### src/rtl/sm83_inertial_delay.sv
// rtl/sm83_inertial_delay.sv - per-channel inertial delay with rise/fall timing and glitch rejection
module sm83_inertial_delay #(
    parameter int              CH      = 8,
    parameter int              CW      = 6,
    parameter int              T_PLH   = 1,
    parameter int              T_PHL   = 1,
    parameter int              T_MIN   = 1,
    parameter logic [CH-1:0]   RST_VAL = '0
) (
    input  logic          clk,
    input  logic          reset,
    input  logic          nodelay,
    input  logic [CH-1:0] din,
    input  logic          cfg_we,
    input  logic [CW-1:0] cfg_plh,
    input  logic [CW-1:0] cfg_phl,
    output logic [CH-1:0] dout,
    output logic [CH-1:0] busy
);

    typedef enum logic {
        IDLE = 1'b0,
        PEND = 1'b1
    } state_t;

    // The floor is never below one tick, so a zero config cannot underflow the counter
    localparam int            TMIN_EFF = (T_MIN < 1) ? 1 : T_MIN;
    localparam logic [CW-1:0] TMIN_W   = CW'(TMIN_EFF);
    localparam logic [CW-1:0] PLH_RST  = CW'(T_PLH);
    localparam logic [CW-1:0] PHL_RST  = CW'(T_PHL);
    localparam logic [CW-1:0] ONE      = CW'(1);

    logic [CW-1:0]          plh;
    logic [CW-1:0]          phl;
    logic [CW-1:0]          d_rise;
    logic [CW-1:0]          d_fall;
    logic [CH-1:0][CW-1:0]  d_eff;
    state_t                 state [CH];
    logic [CW-1:0]          cnt   [CH];
    logic [CH-1:0]          q;
    logic [CH-1:0]          pend;

    // Configuration registers; reset wins over a same-cycle write
    always_ff @(posedge clk) begin
        if (reset) begin
            plh <= PLH_RST;
            phl <= PHL_RST;
        end else if (cfg_we) begin
            plh <= cfg_plh;
            phl <= cfg_phl;
        end
    end

    // Effective rise/fall delays with the floor applied
    always_comb begin
        d_rise = (plh > TMIN_W) ? plh : TMIN_W;
        d_fall = (phl > TMIN_W) ? phl : TMIN_W;
    end

    // Per-channel delay selection: a differing din of 1 is a rise, of 0 a fall
    always_comb begin
        d_eff = '0;
        for (int i = 0; i < CH; i++) begin
            d_eff[i] = din[i] ? d_rise : d_fall;
        end
    end

    // Per-channel IDLE/PEND machine; the counter latches the delay at PEND entry
    always_ff @(posedge clk) begin
        for (int i = 0; i < CH; i++) begin
            if (reset) begin
                state[i] <= IDLE;
                cnt[i]   <= '0;
                q[i]     <= RST_VAL[i];
            end else begin
                case (state[i])
                    IDLE: begin
                        if (din[i] != q[i]) begin
                            if (d_eff[i] == ONE) begin
                                q[i] <= din[i];
                            end else begin
                                cnt[i]   <= d_eff[i] - ONE;
                                state[i] <= PEND;
                            end
                        end
                    end
                    PEND: begin
                        if (din[i] == q[i]) begin
                            state[i] <= IDLE;
                            cnt[i]   <= '0;
                        end else if (cnt[i] == ONE) begin
                            q[i]     <= din[i];
                            state[i] <= IDLE;
                            cnt[i]   <= '0;
                        end else begin
                            cnt[i] <= cnt[i] - ONE;
                        end
                    end
                    default: begin
                        state[i] <= IDLE;
                        cnt[i]   <= '0;
                    end
                endcase
            end
        end
    end

    // Pending flags straight from the registered state
    always_comb begin
        pend = '0;
        for (int i = 0; i < CH; i++) begin
            pend[i] = (state[i] == PEND);
        end
    end

    // Bypass exposes din directly while the machines keep running underneath
    always_comb begin
        dout = nodelay ? din : q;
        busy = nodelay ? '0 : pend;
    end

endmodule

### config.mk
export PLATFORM = sky130hd
export DESIGN_NAME = sm83_inertial_delay
export DESIGN_NICKNAME = d
export VERILOG_FILES = /design/src/rtl/sm83_inertial_delay.sv
export SDC_FILE = /design/constraint.sdc
export NUM_CORES = 1
export LEC_CHECK = 0
export CAP_MARGIN = 10
export CORE_AREA = 2 2 132 83
export CTS_BUF_LIST = sky130_fd_sc_hd__clkbuf_8 sky130_fd_sc_hd__clkbuf_16
export CTS_CLUSTER_DIAMETER = 50
export CTS_CLUSTER_SIZE = 8
export DETAILED_ROUTE_END_ITERATION = 8
export DIE_AREA = 0 0 134 85
export GPL_TIMING_DRIVEN = 0
export PLACE_DENSITY = 0.88
export SLEW_MARGIN = 20
export SYNTH_ARGS = -nofsm -noshare
export SYNTH_HDL_FRONTEND = slang
export SYNTH_SLANG_ARGS = --single-unit
### constraint.sdc
create_clock -name clk -period 4 [get_ports clk]
set_input_delay 0.4 -clock clk [delete_from_list [all_inputs] [get_ports clk]]
set_output_delay 0.4 -clock clk [all_outputs]
set_load 0.02 [all_outputs]
# After elaboration in Yosys (flattened, before gate mapping)
# Memory sizes are Yosys's and may differ from the RTL's.
# Index checks and enable logic that the tools add are counted.
[totals]
register_bits = 20
ram_bits = 56
out_inout_bits = 16
mem_count = 2
[mem_list]
columns = ["memory", "depth", "word_bits", "rd", "rd_ports_with_merged_regs", "write_ports", "line_no", "text"]
rows = [
  ["cnt", 8, 6, 8, 0, 8, "39", "logic [CW-1:0] cnt [CH];"],
  ["state", 8, 1, 8, 0, 8, "38", "state_t state [CH];"],
]
[op_classes]
add_sub_neg = 16
order_cmp = 2
n_eq_ne = 64
muxes = 262
bitwise_logic = 64
reduce_logical = 8
[op_table]
columns = ["cell", "count"]
rows = [
  ["$mux W6", 42],
  ["$mux W1", 210],
  ["$eq A6 B1 Y1 const B", 16],
  ["$sub A6 B1 Y6 const B", 16],
  ["$or A1 B1 Y1", 56],
  ["$ne A2 B2 Y1 const B", 24],
  ["$reduce_and A4 Y1", 8],
  ["$mux W8", 2],
  ["$ne A2 B1 Y1 const B", 8],
  ["$pmux W1 S2", 8],
  ["$gt A6 B1 Y1 const B", 2],
  ["$eq A1 B1 Y1", 8],
  ["$ne A1 B1 Y1", 8],
  ["$not A1 Y1", 8],
]

# Logic depth before layout (Yosys ltp)
# Gate-level depths: netlist of the first run.
[depth]
word_depth = 13
ltp_mapped = 10
ltp_nobuf = 9

# Worst setup path before layout of the first run
# OpenSTA, ideal clock, no wires.
[synth_path]
path_kind = "reg-to-reg"
from = "reg plh[5]"
to = "mem cnt[4][0] (netlist: cnt[1][0]), enable pin"
t_arrival_ns = 2.232
setup_slack_ns = 1.450
stages_incl_launch_ff = 11
n_path_buf = 1
cell_sequence = "dfxtp_1 > buf_2 > nor2_1 > a21oi_1 > nand2_1 > o21a_1 > ha_1 > nor2b_1 > a221oi_1 > o21ai_2 > nand2_1"
[synth_lines]
columns = ["item", "line_no", "text"]
rows = [
  ["start: declaration", "33", "logic [CW-1:0] plh;"],
  ["start signal: assignment", "49", "plh <= cfg_plh;"],
  ["end: declaration", "39", ""],
]

==> results.sh, run 1 <==
export IMPL_first_global_vias=4996
export IMPL_synth_edff_count=56
export IMPL_grtUsageMet2_pct=43.36
export IMPL_status="finished, final reports clean"
export IMPL_place_congestion=0.9240
export IMPL_fp_dieW_um=134
export IMPL_post_synth_inst_count=636
export IMPL_postLayoutCellArea_um2=6760
export IMPL_cts_max_path_buffers=2
export IMPL_critPathRequiredTime_ps=4060
export IMPL_grt_max_degree=14
export IMPL_yosysUniqueCellTypes=52
export IMPL_critPathLaunch="phl[5]"
export IMPL_placementRows=29
export IMPL_ir_drop_mv=0.3107
export IMPL_finalSetupViolCount=0
export IMPL_seq_area_frac_synth_pct=34.94
export IMPL_cts_setup_buffers=0
export IMPL_insertion_delay_ps=350
export IMPL_cp_start_kind="register"
export IMPL_io_buffer_count=31
export IMPL_nNetsFinal=734
export IMPL_drt_iter0_drc=787
export IMPL_syn_num_nets=692
export IMPL_fin_skew_ps=12.84
export IMPL_viasPerCell=6.496
export IMPL_fin_crit_sh_pct=84.44
export IMPL_routedWlPerCell_um=19.78
export IMPL_syn_area_um2=5958
export IMPL_path_clk_slew_ps=60
export IMPL_root_buffer="clkbuf_16"
export IMPL_critPathKind="register to register"
export IMPL_cts_tree="built"
export IMPL_fillers=775
export IMPL_use_met1_pct=39.85
export IMPL_rsz0062_at_grt="false"
export IMPL_core_area_um2=10200
export IMPL_ys_ff_latch=76
export IMPL_diodes=0
export IMPL_grt_pass1_wl_mm=25.47
export IMPL_cts_hold_buf=0
export IMPL_dr_pass1_iters=5
export IMPL_post_cts_resized=0
export IMPL_crit_arrival_ps=3440
export IMPL_dp_hpwl_mm=11.81
export IMPL_start_util_pct=58.44
export IMPL_p_total_uw=3011
export IMPL_die_y_um=85
export IMPL_worstMarginPinSlew_ps=1153
export IMPL_ioPinCount=40
export IMPL_min_from="cfg_we"
export IMPL_setup_tns_ps=0
export IMPL_dpl_cell_area_um2=6454
export IMPL_async_flop_share_pct=0
export IMPL_hold_path_class="primary input to register"
export IMPL_power_leakage_uw=0.002827
export IMPL_hold_viol_final=0
export IMPL_syn_avg_cell_area_um2=9.368
export IMPL_cts_htree_levels=3
export IMPL_drive_above_1_share_pct=7.760
export IMPL_maxSlewViolCount=0
export IMPL_gr_usage_met3_pct=6.870
export IMPL_cap_violations=0
export IMPL_netlist_top_cells_count="nor2_1 (57), edfxtp_1 (56), mux2i_1 (56)"
export IMPL_grt_busiest_layer="met2"
export IMPL_powerDensity_nw_per_um2=445.5
export IMPL_synth_largest_area_cell="edfxtp_1"
export IMPL_endpoint_kind="register"
export IMPL_drt_wl_total_mm=16.26
export IMPL_track_usage_pct=28.72
export IMPL_drc_errors=0
export IMPL_period_minus_slack_ps=3377
export IMPL_crit_path_max_fanout=10
export IMPL_ant_nets=0
export IMPL_yosysWarnings=0
export IMPL_synth_top_area_share_pct=28.22
export IMPL_maxSlewHeadroom_pct=22.32
export IMPL_cts_buffers=9
export IMPL_die_area_um2=11390
export IMPL_vias=5340
export IMPL_max_freq_ghz=0.2961
export IMPL_clkSinkCount=76
export IMPL_synth_main_ff_cell="edfxtp_1"
export IMPL_r2r_start="phl[5]"
export IMPL_synth_most_common_cell="nor2_1"
export IMPL_area_growth_pct=13.46
export IMPL_synth_area_top_cells="edfxtp_1 (28%), mux2i_1 (9.4%), dfxtp_1 (6.7%), ha_1 (6.7%), xor2_1 (5.9%)"
export IMPL_grt_overflow=0
export IMPL_antenna_found_initial=0
==> stage by stage <==
step / util (%) / instances / hold slack, ps / worst slack (ps)
finish: 66.30 / 822 / 460.3 / 622.5
global route: 66.30 / 822 / 486.8 / 493.5
CTS: 66.30 / 822 / 459.0 / 763.8
detailed placement: 63.30 / 806 / 485.8 / 773.7
global placement: 63.19 / 806 / 475.5 / 848.6
floorplan: - / 636 / 461.1 / 1450
==> power breakdown <==
part	switching, uW	internal [uW]
registers	138	1020
logic	605	420
clock network	337	492
==> per-layer routing <==
layer	part of all wire, %	wire [um]
met3	11	1812
met5	0	0
met4	3.5	575
met2	44	7121
met1	42	6752
==> sequential cells by signal (all words and copies together) (netlist names) <==
name and cells:
phl 6, state 8, cnt 48, plh 6, q 8
==> placed cells by master (no fill, tap or decap), drive strengths merged, types with 3 or more instances in the layout <==
| cell | netlist | final |
|---|---|---|
| nor2 | 57 | 57 |
| mux2i | 56 | 56 |
| edfxtp | 56 | 56 |
| inv | 54 | 55 |
| xor2 | 40 | 40 |
| nand2 | 36 | 36 |
| o22ai | 36 | 36 |
| ha | 32 | 32 |
| clkdlybuf4s50 | 0 | 31 |
| clkbuf | 12 | 24 |
| nand3 | 22 | 22 |
| dfxtp | 20 | 20 |
| nor3 | 19 | 19 |
| buf | 18 | 18 |
| nor3b | 17 | 17 |
| xnor2 | 16 | 16 |
| nor2b | 15 | 15 |
| o21ai | 12 | 12 |
| a22oi | 11 | 11 |
| a21oi | 10 | 10 |
| and2 | 9 | 9 |
| o31ai | 8 | 8 |
| a32oi | 7 | 7 |
| a2111oi | 7 | 7 |
| nand3b | 6 | 6 |
| o2111ai | 6 | 6 |
| o32ai | 6 | 6 |
| a21boi | 6 | 6 |
| nand4b | 6 | 6 |
| o311a | 6 | 6 |
| or3 | 4 | 4 |
| nand2b | 3 | 3 |
| o31a | 3 | 3 |
| clkinvlp | 0 | 3 |
| nor4 | 3 | 3 |
==> path summary, 6_finish.rpt <==
check / cells after the start / endpoint / slack (ps)
setup / recovery: 10 / cnt[0][22] / 620
hold reg to reg: 2 / q[4] / 490
setup reg to reg: 10 / cnt[0][22] / 620
hold / removal: 3 / plh[3] / 460
==> cell type report <==
| class | count | area [um^2] | area share, % |
|---|---|---|---|
| sequential | 76 | 2082 | 30.80 |
| inverter | 55 | 206.4 | 3.054 |
| buffer | 30 | 135.1 | 1.999 |
| timing repair buffer | 31 | 310.3 | 4.590 |
| clock inverter | 4 | 28.78 | 0.4257 |
| tap | 139 | 173.9 | 2.573 |
| clock buffer | 12 | 277.8 | 4.109 |
| multi-input combinational | 475 | 3546 | 52.45 |
==> cells by family after synthesis <==
family                     share of synthesized area, %
and+or+nand+nor                                   17.16
AOI/OAI and AO/OA                                 17.43
buffers and inverters                             5.733
DFF                                               34.94
muxes                                             9.786
xor gates and xnor gates                          8.232
adders and majority gates                         6.720
==> worst max-delay path: stages (launching register included) <==
cell     delay, ps
dfxtp_1        300
buf_2          210
nor4_2         560
a21oi_1        450
mux2i_1        470
inv_1           90
ha_1           220
nor3b_1        160
xor2_1         180
mux2i_1        300
o22ai_1        140
Power figures use the tool's default switching activity.
==> inputs of run 2 (changes only) <==
==> constraint.sdc (replaced) <==
create_clock -name clk -period 3.5 [get_ports clk]
set_input_delay 0.35 -clock clk [delete_from_list [all_inputs] [get_ports clk]]
set_output_delay 0.35 -clock clk [all_outputs]
set_load 0.02 [all_outputs]
==> results.sh, run 2 (synthesized netlist as in run 1, its figures left out) <==
export IMPL_p_switching_uw=1235
export IMPL_placementRows=29
export IMPL_cp_start_kind="register"
export IMPL_post_place_cells=806
export IMPL_grt_max_degree=14
export IMPL_grt_overflow=0
export IMPL_first_global_vias=4996
export IMPL_dr_pass1_iters=5
export IMPL_io_buffer_count=31
export IMPL_setup_tns_ps=0
export IMPL_maxSlewViolCount=0
export IMPL_fin_crit_sh_pct=96.67
export IMPL_cts_tree="built"
export IMPL_largest_register_ffs=48
export IMPL_p_seq_share_pct=38.4
export IMPL_hold_path_class="primary input to register"
export IMPL_ant_nets=0
export IMPL_cts_max_path_buffers=2
export IMPL_track_usage_pct=28.72
export IMPL_fin_skew_ps=13.78
export IMPL_drt_wl_total_mm=16.25
export IMPL_cts_buffers=9
export IMPL_start_util_pct=58.44
export IMPL_grt_pass1_wl_mm=25.47
export IMPL_max_freq_ghz=0.2955
export IMPL_cp_top_family="multiplexers"
export IMPL_diodes=0
export IMPL_cap_violations=0
export IMPL_rsz0062_at_grt="false"
export IMPL_drt_iter0_drc=755
export IMPL_final_cell_mix="nor2_1 (57), mux2i_1 (56), edfxtp_1 (56)"
export IMPL_crit_path_max_fanout=10
export IMPL_cts_setup_buffers=0
export IMPL_drive_above_1_share_pct=7.906
export IMPL_die_area_um2=11390
export IMPL_die_y_um=85
export IMPL_antenna_found_initial=0
export IMPL_finalSetupViolCount=0
export IMPL_dp_hpwl_mm=11.81
export IMPL_area_growth_pct=13.52
export IMPL_routedWlPerCell_um=19.77
export IMPL_vias=5295
export IMPL_crit_slowest_cell="nor4_2"
export IMPL_core_area_um2=10200
export IMPL_stdcell_count=822
export IMPL_maxSlewHeadroom_pct=23.17
export IMPL_hold_viol_final=0
export IMPL_nNetsFinal=734
export IMPL_clock_power_share_pct=27.5
export IMPL_final_common_cell="nor2_1"
export IMPL_p_total_uw=3442
export IMPL_top_regs="cnt: 48 flops, q: 8 flops, state: 8 flops"
export IMPL_post_cts_resized=0
export IMPL_cts_hold_buf=0
export IMPL_endpoint_kind="register"
export IMPL_root_buffer="clkbuf_16"
export IMPL_ioPinCount=40
export IMPL_max_stage_delay_ps=560
export IMPL_path_buf_inv=2
export IMPL_utilization_pct=66.34
export IMPL_powerDensity_nw_per_um2=508.8
export IMPL_p_int_uw=2207
export IMPL_worstMarginPinSlew_ps=1140
export IMPL_regMostFlops="cnt"
export IMPL_cpMostUsedCell="mux2i_1"
export IMPL_insertion_delay_ps=350
export IMPL_drc_errors=0
export IMPL_fp_dieW_um=134
export IMPL_critPathRequiredTime_ps=3560
export IMPL_critPathKind="register to register"
export IMPL_crit_path_cell_trace="buf_2, nor4_2, a21oi_1, mux2i_1, inv_1, ha_1, nor3b_1, xor2_1, mux2i_1, o22ai_1"
export IMPL_path_clk_slew_ps=60
export IMPL_viasPerCell=6.442
export IMPL_place_congestion=0.9240
export IMPL_ir_drop_mv=0.3542
export IMPL_crit_arrival_ps=3450
export IMPL_switching_share_pct=35.88
export IMPL_pwr_share_comb_pct=34.1
export IMPL_power_leakage_uw=0.002827
export IMPL_cts_htree_levels=3
export IMPL_clkSinkCount=76
export IMPL_period_minus_slack_ps=3384
export IMPL_status="finished, final reports clean"
## run 2: cell counts in the layout (fill, tap and decap cells not counted)
No cell type changed its count.
## run 2: metal layers
layer / wire length, um / part of all wire [%] / GRT usage (%)
met3: 1494 / 9.2 / 6.870
met2: 7225 / 44 / 43.36
met5: 0 / 0 / 0
met1: 6999 / 43 / 39.85
met4: 532 / 3.3 / 11.80
## run 2: worst paths after layout
kind	slack [ps]	depth (start not counted)	end	start
setup reg to reg	120	10	cnt[0][22]	phl[5]
hold reg to reg	490	2	q[4]	q[4]
setup / recovery	120	10	cnt[0][22]	phl[5]
hold / removal	410	3	plh[3]	cfg_we
## run 2: through the flow
step	instance area (um^2)	worst slack, ps	hold slack, ps
finish	6764	116.4	409.9
global route	6764	56.07	436.8
CTS	6760	263.8	409.0
detailed placement	6454	273.7	485.8
global placement	6442	348.6	475.5
floorplan	5958	949.8	461.1
## run 2: area by class of cell
class / instances / area [um^2]
Buffer: 30 / 135.1
Clock buffer: 12 / 277.8
Clock inverter: 4 / 28.78
Fill cell: 776 / 3432
Inverter: 55 / 206.4
Multi-Input combinational cell: 475 / 3550
Sequential cell: 76 / 2082
Tap cell: 139 / 173.9
Timing Repair Buffer: 31 / 310.3
## run 2: power by group through the flow
stage | Clock [uW] | Combinational (uW) | Sequential (uW)
finish | 947 | 1170 | 1320
global route | 989 | 1270 | 1340
CTS | 945 | 1150 | 1320
detailed placement | 0 | 1130 | 1330
global placement | 0 | 1070 | 1320
floorplan | 0 | 854 | 1290
## run 2: tightest hold or removal path, delay by kind of cell
family / cells / cell delay [ps]
buffers and inverters: 1 / 150
multiplexers: 1 / 150
AND/OR/NAND/NOR: 1 / 80
